## config.mk

```make
export PLATFORM = sky130hd
export DESIGN_NAME = wht_radix2_sequencer
export DESIGN_NICKNAME = d
export VERILOG_FILES = /design/src/rtl/wht_radix2_sequencer.sv
export SDC_FILE = /design/constraint.sdc
export NUM_CORES = 1
export LEC_CHECK = 0
export CORE_MARGIN = 2
export CORE_UTILIZATION = 55
export CTS_BUF_LIST = sky130_fd_sc_hd__clkbuf_16
export DETAILED_ROUTE_END_ITERATION = 10
export PLACE_DENSITY = 0.78
export SYNTH_ARGS = -nofsm -noshare
export SYNTH_HDL_FRONTEND = slang
export SYNTH_SLANG_ARGS = --single-unit
```

## constraint.sdc

```tcl
create_clock -name clk -period 3.9 [get_ports clk]
set_input_delay 0.585 -clock clk [delete_from_list [all_inputs] [get_ports clk]]
set_output_delay 0.585 -clock clk [all_outputs]
set_load 0.02 [all_outputs]
```

## src/rtl/wht_radix2_sequencer.sv

```systemverilog
// In-place Walsh-Hadamard frame sequencer: buffers N samples, drives one shared
// external sum/difference butterfly through LOG2N stages, then streams bins out.
module wht_radix2_sequencer #(
  parameter int LOG2N = 3,
  parameter int W     = 8
) (
  input  logic         clk,
  input  logic         rst_n,
  input  logic [W-1:0] s_data,
  input  logic         s_valid,
  output logic         s_ready,
  output logic [W-1:0] bf_a,
  output logic [W-1:0] bf_b,
  input  logic [W-1:0] bf_sum,
  input  logic [W-1:0] bf_diff,
  output logic [W-1:0] m_data,
  output logic         m_valid,
  input  logic         m_ready,
  output logic         m_last,
  output logic         busy
);

  localparam int N  = 1 << LOG2N;
  localparam int SW = (LOG2N > 1) ? $clog2(LOG2N) : 1;
  localparam int BW = (LOG2N > 1) ? LOG2N - 1 : 1;

  localparam logic [LOG2N-1:0] ADDR_LAST = '1;
  localparam logic [LOG2N-1:0] HALF      = LOG2N'(N / 2);
  localparam logic [BW-1:0]    B_LAST    = BW'(N / 2 - 1);
  localparam logic [SW-1:0]    S_LAST    = SW'(LOG2N - 1);

  typedef enum logic [1:0] {
    LOAD  = 2'd0,
    RUN   = 2'd1,
    DRAIN = 2'd2
  } state_t;

  state_t           r_state;
  state_t           w_state_nxt;
  logic [W-1:0]     r_buf [N];
  logic [LOG2N-1:0] r_addr;
  logic [SW-1:0]    r_s;
  logic [BW-1:0]    r_b;

  logic [LOG2N-1:0] w_bx;
  logic [LOG2N-1:0] w_span;
  logic [SW:0]      w_shift;
  logic [LOG2N-1:0] w_lo;
  logic [LOG2N-1:0] w_hi;
  logic             w_load_acc;
  logic             w_out_acc;
  logic             w_last;

  // Butterfly addressing: b's upper bits select the group (stride 2*span),
  // its low bits the offset inside the group; the shift field is one bit wider
  // than r_s so that (shift + 1) cannot overflow for small LOG2N.
  always_comb begin
    w_bx    = LOG2N'(r_b);
    w_span  = HALF >> r_s;
    w_shift = (SW+1)'(LOG2N - 1) - {1'b0, r_s};
    w_lo    = ((w_bx >> w_shift) << (w_shift + 1'b1)) | (w_bx & (w_span - 1'b1));
    w_hi    = w_lo + w_span;
  end

  always_comb begin
    w_state_nxt = r_state;
    s_ready     = 1'b0;
    m_valid     = 1'b0;
    busy        = 1'b0;
    w_last      = 1'b0;
    w_load_acc  = 1'b0;
    w_out_acc   = 1'b0;
    case (r_state)
      LOAD: begin
        s_ready    = 1'b1;
        w_load_acc = s_valid;
        if (s_valid && (r_addr == ADDR_LAST)) w_state_nxt = RUN;
      end
      RUN: begin
        busy = 1'b1;
        if ((r_s == S_LAST) && (r_b == B_LAST)) w_state_nxt = DRAIN;
      end
      DRAIN: begin
        busy      = 1'b1;
        m_valid   = 1'b1;
        w_last    = (r_addr == ADDR_LAST);
        w_out_acc = m_ready;
        if (m_ready && w_last) w_state_nxt = LOAD;
      end
      default: w_state_nxt = LOAD;
    endcase
  end

  assign m_last = w_last;
  assign m_data = r_buf[r_addr];
  assign bf_a   = r_buf[w_lo];
  assign bf_b   = r_buf[w_hi];

  always_ff @(posedge clk) begin
    if (!rst_n) r_state <= LOAD;
    else        r_state <= w_state_nxt;
  end

  // addr wraps to 0 naturally after word N-1 in both LOAD and DRAIN.
  always_ff @(posedge clk) begin
    if (!rst_n) begin
      r_addr <= '0;
      r_s    <= '0;
      r_b    <= '0;
    end else begin
      if (w_load_acc || w_out_acc) r_addr <= r_addr + 1'b1;
      if (r_state == RUN) begin
        if (r_b == B_LAST) begin
          r_b <= '0;
          r_s <= (r_s == S_LAST) ? '0 : r_s + 1'b1;
        end else begin
          r_b <= r_b + 1'b1;
        end
      end
    end
  end

  always_ff @(posedge clk) begin
    if (w_load_acc) begin
      r_buf[r_addr] <= s_data;
    end else if (r_state == RUN) begin
      r_buf[w_lo] <= bf_sum;
      r_buf[w_hi] <= bf_diff;
    end
  end

endmodule

```

# ---- After elaboration in Yosys (flattened, before gate mapping)
# Memory sizes are Yosys's and may differ from the RTL's. A register that Yosys moved wholly into a read port is not among the register bits.
# Index checks and enable logic that the tools add are counted.
dict set report word_totals {
  n_memories 1
  ram_bits 64
  latchBits 0
  ff_bits 9
  inputBits 28
  romBits 0
  elab_cells 56
}
# name words word_bits rd rd_clocked_by_memory_dff wr line_no
set mem_list {}
lappend mem_list {r_buf 8 8 3 1 2 40} ;# logic [W-1:0] r_buf [N];
dict set report op_classes {
  n_lt_le_gt_ge 0
  reduce_logical 9
  eq_ne 8
  n_mux 22
  shift 3
  bitwise 2
  div_mod_pow 0
  addsub 7
  mul 0
}
# operator count
set ops {}
lappend ops {{2-to-1 mux 1 bit} 12}
lappend ops {{2-to-1 mux 2 bit} 5}
lappend ops {{2-to-1 mux 3 bit} 3}
lappend ops {{2-to-1 mux 8 bit} 1}
lappend ops {{OR reduction 8 bit} 1}
lappend ops {{adder 3 x 1 -> 3 bit, second input constant} 2}
lappend ops {{== test 2 bit, second input constant} 3}
lappend ops {{!= test 2 bit, second input constant} 3}
lappend ops {{one-hot mux 2 bit (3 select lines)} 1}
lappend ops {{adder 2 x 1 -> 2 bit, second input constant} 2}
lappend ops {{adder 3 bit} 1}
lappend ops {{AND 2 x 3 -> 3 bit} 1}
lappend ops {{== test 3 bit, second input constant} 1}
lappend ops {{logical AND 1 bit} 3}
lappend ops {{bitwise OR 3 bit} 1}
lappend ops {{AND reduction 3 bit} 1}
lappend ops {{left shift 3 x 3 -> 3 bit} 1}
lappend ops {{>> shifter 2 x 3 -> 3 bit} 1}
lappend ops {{>> shifter 3 x 2 -> 3 bit, first input constant} 1}
lappend ops {{subtractor 2 x 2 -> 3 bit, first input constant} 1}
lappend ops {{subtractor 3 x 1 -> 3 bit, second input constant} 1}
lappend ops {{== test 2 x 1 -> 1 bit, second input constant} 1}
lappend ops {{logical NOT 2 bit} 1}
lappend ops {{AND reduction 2 bit} 1}
lappend ops {{2 further kinds} 2}

# ---- Logic depth before layout (Yosys ltp)
dict set report depth {
  ltp_word 6
  mapped_depth 11
  mapped_depth_nobuf 10
}

# ---- Worst setup path after synthesis
# Ideal clock, no wire load.
dict set report synth_timing {
  path_type {register to output}
  startpoint {reg r_s[0]}
  endpoint {out bf_b[0]}
  path_buffers 1
  required_time_ns 3.315
  arrival_time_ns 2.806
  path_slack_ns 0.509
  stages_incl_launch_ff 11
  cell_sequence {dfxtp_1 inv_1 ha_1 nand4bb_1 nand2_1 fa_1 xnor2_1 a21oi_4 nor2_2 buf_6 mux4_2}
}
dict set report synth_via {
  elab_chain_cells 6
}
# element line_no
set synth_lines {}
lappend synth_lines {{start, declared} 42} ;# logic [SW-1:0] r_s;
lappend synth_lines {{start signal, assigned} 115} ;# r_s <= (r_s == S_LAST) ? '0 : r_s + 1'b1;
lappend synth_lines {{subtractor 2 x 2 -> 3 bit / >> shifter 3 x 2 -> 3 bit (equally long branches)} {60, 59}}
lappend synth_lines {{adder 3 x 1 -> 3 bit (tied with other cells)} 61} ;# w_lo = ((w_bx >> w_shift) << (w_shift + 1'b1)) | (w_bx & (w_span - 1'b1));
lappend synth_lines {{left shift 3 x 3 -> 3 bit / AND 2 x 3 -> 3 bit (equally long branches)} 61}
lappend synth_lines {{bitwise OR 3 bit} 61}
lappend synth_lines {{adder 3 bit *} 62} ;# w_hi = w_lo + w_span;
lappend synth_lines {{memory read (8 x 8 bit) *} --}
lappend synth_lines {{end, declared} 13} ;# output logic [W-1:0] bf_b,
# Every way passes the cells marked *; elsewhere a longest branch is shown, timed or not.

# ---- Final worst setup path
dict set report layout_timing {
  startpoint {reg r_s[1]}
  endpoint {out bf_a[6]}
}
dict set report layout_via {
  elab_chain_cells 5
}
# element line_no
set layout_lines {}
lappend layout_lines {{subtractor 2 x 2 -> 3 bit / >> shifter 3 x 2 -> 3 bit (equally long branches)} {60, 59}}
lappend layout_lines {{adder 3 x 1 -> 3 bit (tied with other cells)} 61}
lappend layout_lines {{left shift 3 x 3 -> 3 bit / AND 2 x 3 -> 3 bit (equally long branches)} 61}
lappend layout_lines {{bitwise OR 3 bit *} 61}
lappend layout_lines {{memory read (8 x 8 bit) *} --}
lappend layout_lines {{end, declared} 12} ;# output logic [W-1:0] bf_a,
# Marks and branches as above.

==> reports/results.env <==
OUTCOME='completed'
PATH_MAX_FANOUT=17
CTSROOTBUFFERMASTER='sky130_fd_sc_hd__clkbuf_16'
PLACED_CELLS=613
GRT-OVFL-TOTAL=0
POWER.LEAKAGE_nW=2.32
R2R_SETUP_SLK_NS=0.56
DIE_AREA_SQ_MM=0.0105
VDD_DROP_MAX_uV=283
PLACE.PORT_BUFFERS=55
WORST-SETUP-PATH-TYPE='reg -> out'
TIMING.MAX_CAP.VIOLATIONS=0
DR.FIRST_ITER.DRC_COUNT=445
VIA_PER_INST=6.86
POST_CTS_HOLD_BUFFER_COUNT=0
CTS_NUM_SINKS=76
AVERAGE_FOOTPRINT_OF_A_SYNTHESIZED_CELL_SQ_UM=12.8
MAX_SLEW.WORST_PIN.SLEW_NS=1.33
SOURCE_TO_SINK_CLOCK_DELAY_AT_THE_LATER_PIN_OF_THE_WORST_SKEW_PAIR_NS=0.34
CRITICAL_PATH.STARTPOINT_TYPE='flop'
FIRST_GLOBAL_VIAS=4374
CP-ENDPOINT='bf_a[6]'
MIN_PERIOD_OVER_PERIOD_PCT=96.9
CLOCK-SKEW-FINAL_NS=0.00784
DP_HPWL_MICRONS=10500
SYNTH-MAIN-FF-CELL='sky130_fd_sc_hd__edfxtp_1'
RSZ0062_AT_GRT='no'
CRITICAL_PATH_REQUIRED_NS=3.31
GRT_PASS1_WL_MICRONS=24300
ROUTE.DETAILED.DRC=0
POST-SYNTH-TOP-AREA-CELL='sky130_fd_sc_hd__edfxtp_1'
TOP_LEVEL_PORTS=56
WORST_SLEW_MARGIN_REL_PCT=11.3
NON_FILLER_INSTANCE_COUNT_AFTER_LAYOUT=631
ASYNCSETRESETFLOPFRACSYNTH_PCT=0
CRITICAL_PATH.REG2REG.STARTPOINT='r_s[0]'
DRIVE_ABOVE_1_SHARE_PCT=43.4
DIE_WIDTH_MICRONS=102
NETLIST_AREA_SQ_MM=0.00531
FINAL-MAX-SLEW-VIOLATION-COUNT=0
WORST_SETUP_MARGIN_NS=0.122
WORSTSETUPSTARTPOINT='r_s[1]'
REG2REGPATHDEPTH=10
CTS_TREE='yes'
POST-PLACE-WS_NS=-0.0520
FLOORPLAN.INITIALDENSITY_PCT=57.0
CRITPATHARRIVALTIME_NS=3.19
HOLD_CLASS='reg -> reg'
FINAL_CRITICAL_PATH_REQUIRED_PERIOD_NS=3.78
POWER_DENSITY_mW_PER_MM2=385
NUM-NETS-FINAL=537
SYNTH.FF_LATCH_COUNT=76
SYNTH.TOP_CELL.AREA_SHARE_PCT=36.2
GRT_OVERALL_USAGE_PCT=31.8
SEQ_TOTAL_AREA_YOSYS_PCT=40.7
MAPPEDNETLISTNETS=454
FINAL_HOLD_VIOLS=0
NUMCTSBUFFERS=9
FLOORPLAN.DIE.HEIGHT_MICRONS=102
SETUP-VIOLATIONS-FINAL=0
DETAIL_ROUTE.WL_PER_CELL_MICRONS=25.0
PLACEMENTROWS=35
NETLIST_INSTANCES=414
DRT_FIRST_PASS_ITERS=5
FILLCELLCOUNT=653
SYNTH_WARNINGS=0
FLOW.AREA_GROWTH_FROM_SYNTHESIS_PCT=23.5
CRITICAL_PATH.ENDPOINT_TYPE='primary output'
R2R_END='r_buf[5][6]'
FLOORPLAN.CORE_AREA_SQ_MM=0.00933
LARGEST_NET_DEGREE_AT_THE_START_OF_GLOBAL_ROUTING=25
NETLIST_TOP_CELLS_AREA='sky130_fd_sc_hd__edfxtp_1, sky130_fd_sc_hd__mux2_2, sky130_fd_sc_hd__mux4_2, sky130_fd_sc_hd__dfxtp_1, sky130_fd_sc_hd__a211oi_1'
MAXCLOCKFREQUENCY_MHz=265
FINALSETUPTNS_NS=0
GP_CONGESTION=0.924
CLOCKBUFFERDEPTH=2
CTS.HTREE.LEVELS=3
CTS.REPORTEDPATHS.CLKPINSLEW_NS=0.06
DETAILROUTE.VIA_COUNT=4326
NETLIST-CELL-TYPE-COUNT=51
ANTENNADIODECOUNT=0
ANTENNA_LEFT=0
INITIAL_ANTENNA_VIOLATION_COUNT=0
SYNTH_EDF_COUNT=64
ROUTE.FINAL.WIRE_LENGTH_MICRONS=15800
## layer usage
metal	vias up	GRT usage (%)	wire, microns
met5	-	0	0
met2	273	51.7	7600
li1	1838	-	-
met1	2149	41.5	6060
met3	66	5.75	1450
met4	0	15.5	689
## registers in the layout, summed over array words and instances (netlist names), named ones only
register and cells:
r_b 2, r_s 2, r_state 2, r_addr 3, r_buf 64
## cell usage in the layout, fill, tap and decap left out, types with 3 or more instances in the layout
master / n
sky130_fd_sc_hd__clkdlybuf4s50_1: 47
sky130_fd_sc_hd__mux2_2: 112
sky130_fd_sc_hd__clkbuf_16: 9
sky130_fd_sc_hd__inv_1: 8
sky130_fd_sc_hd__and3_1: 32
sky130_fd_sc_hd__edfxtp_1: 64
sky130_fd_sc_hd__o22ai_1: 3
sky130_fd_sc_hd__nor4_1: 8
sky130_fd_sc_hd__ha_1: 10
sky130_fd_sc_hd__nor2_1: 9
sky130_fd_sc_hd__buf_4: 40
sky130_fd_sc_hd__clkbuf_2: 8
sky130_fd_sc_hd__mux2i_1: 4
sky130_fd_sc_hd__mux4_2: 24
sky130_fd_sc_hd__o21ai_0: 3
sky130_fd_sc_hd__nand3_1: 6
sky130_fd_sc_hd__a21oi_2: 3
sky130_fd_sc_hd__nor3_2: 3
sky130_fd_sc_hd__o21bai_1: 4
sky130_fd_sc_hd__a211oi_1: 32
sky130_fd_sc_hd__and2_1: 3
sky130_fd_sc_hd__a21oi_1: 3
sky130_fd_sc_hd__nand2_1: 13
sky130_fd_sc_hd__dfxtp_1: 11
## cell type report
cell class	count	area [sq um]	area share (%)
Sequential cell	76	2160	33.0
Clock buffer	9	225	3.43
Tap cell	129	161	2.46
Inverter	8	30.0	0.458
Timing Repair Buffer	96	831	12.7
Multi-Input combinational cell	306	3060	46.6
Clock inverter	7	92.6	1.41
## report_power, final
group | switching [mW] | internal, mW | total, mW
combinational | 0.308 | 0.330 | 0.639
sequential | 0.0433 | 0.946 | 0.990
clock | 0.340 | 0.558 | 0.898
total | 0.692 | 1.83 | 2.53
## worst min-delay path by stage
stage             end    from  cells after the start
3_5_place_dp   r_s[1]  r_s[1]                      2
6_report       r_s[1]  r_s[1]                      2
3_3_place_gp   r_s[1]  r_s[1]                      2
5_1_grt        r_s[1]  r_s[1]                      2
2_1_floorplan  r_s[1]  r_s[1]                      2
4_1_cts        r_s[1]  r_s[1]                      2
## critical path: stages (launching register included)
cell	delay (ns)
sky130_fd_sc_hd__dfxtp_2	0.35
sky130_fd_sc_hd__inv_1	0.06
sky130_fd_sc_hd__ha_1	0.33
sky130_fd_sc_hd__buf_4	0.14
sky130_fd_sc_hd__and2_1	0.25
sky130_fd_sc_hd__buf_4	0.26
sky130_fd_sc_hd__and3_1	0.21
sky130_fd_sc_hd__a211oi_1	0.06
sky130_fd_sc_hd__nor4_1	0.49
sky130_fd_sc_hd__clkdlybuf4s50_1	0.70
## cells by family (layout without fill, tap and decap cells)
kind of cell,Yosys count,in the layout,share of synthesized area (%)
multiplexers,140,140,34.7
AND/OR/NAND/NOR,90,90,10.0
flip-flops,76,76,40.7
AO/OA/AOI/OAI,61,61,8.57
buffers and inverters,32,120,2.59
adder cells (fa/ha/maj),12,12,2.97
XOR/XNOR,3,3,0.495
## what timing repair did
| action | 4_1_cts | 5_1_grt |
|---|---|---|
| endpoints found under the setup margin | 8 | 10 |
| buffers inserted | 2 | 0 |
| pin swaps | 3 | 3 |
| resized for setup | 15 | 18 |
## synth_stat cells (2+ instances only)
| master | n |
|---|---|
| sky130_fd_sc_hd__nand3b_1 | 2 |
| sky130_fd_sc_hd__and2_1 | 3 |
| sky130_fd_sc_hd__clkbuf_1 | 15 |
| sky130_fd_sc_hd__o21bai_1 | 4 |
| sky130_fd_sc_hd__buf_2 | 5 |
| sky130_fd_sc_hd__a22oi_1 | 2 |
| sky130_fd_sc_hd__nand2_1 | 14 |
| sky130_fd_sc_hd__dfxtp_1 | 12 |
| sky130_fd_sc_hd__and3_1 | 32 |
| sky130_fd_sc_hd__a211oi_1 | 32 |
| sky130_fd_sc_hd__o21ai_0 | 3 |
| sky130_fd_sc_hd__mux4_2 | 24 |
| sky130_fd_sc_hd__xor2_1 | 2 |
| sky130_fd_sc_hd__edfxtp_1 | 64 |
| sky130_fd_sc_hd__nor3_1 | 2 |
| sky130_fd_sc_hd__nor3_2 | 3 |
| sky130_fd_sc_hd__o21ai_1 | 2 |
| sky130_fd_sc_hd__mux2_2 | 112 |
| sky130_fd_sc_hd__ha_1 | 11 |
| sky130_fd_sc_hd__a21oi_2 | 3 |
| sky130_fd_sc_hd__nand2b_1 | 3 |
| sky130_fd_sc_hd__nand3_1 | 6 |
| sky130_fd_sc_hd__mux2i_1 | 4 |
| sky130_fd_sc_hd__o22ai_1 | 3 |
| sky130_fd_sc_hd__inv_1 | 7 |
| sky130_fd_sc_hd__nor2_1 | 9 |
| sky130_fd_sc_hd__nor4_1 | 8 |
| sky130_fd_sc_hd__a21oi_1 | 3 |
| sky130_fd_sc_hd__buf_1 | 2 |
## stage by stage
step                hold slack [ns]  instance area, sq um  power, mW  utilization [%]
detailed placement            0.505                  6220       1.64             66.7
finish                        0.488                  6560       2.53             70.4
CTS                           0.516                  6570       2.52             70.5
floorplan                     0.469                  5310       1.39                -
global placement              0.488                  6220       1.62             66.7
global route                  0.518                  6560       2.60             70.4
No activity file was read; power rests on OpenSTA's default activity.
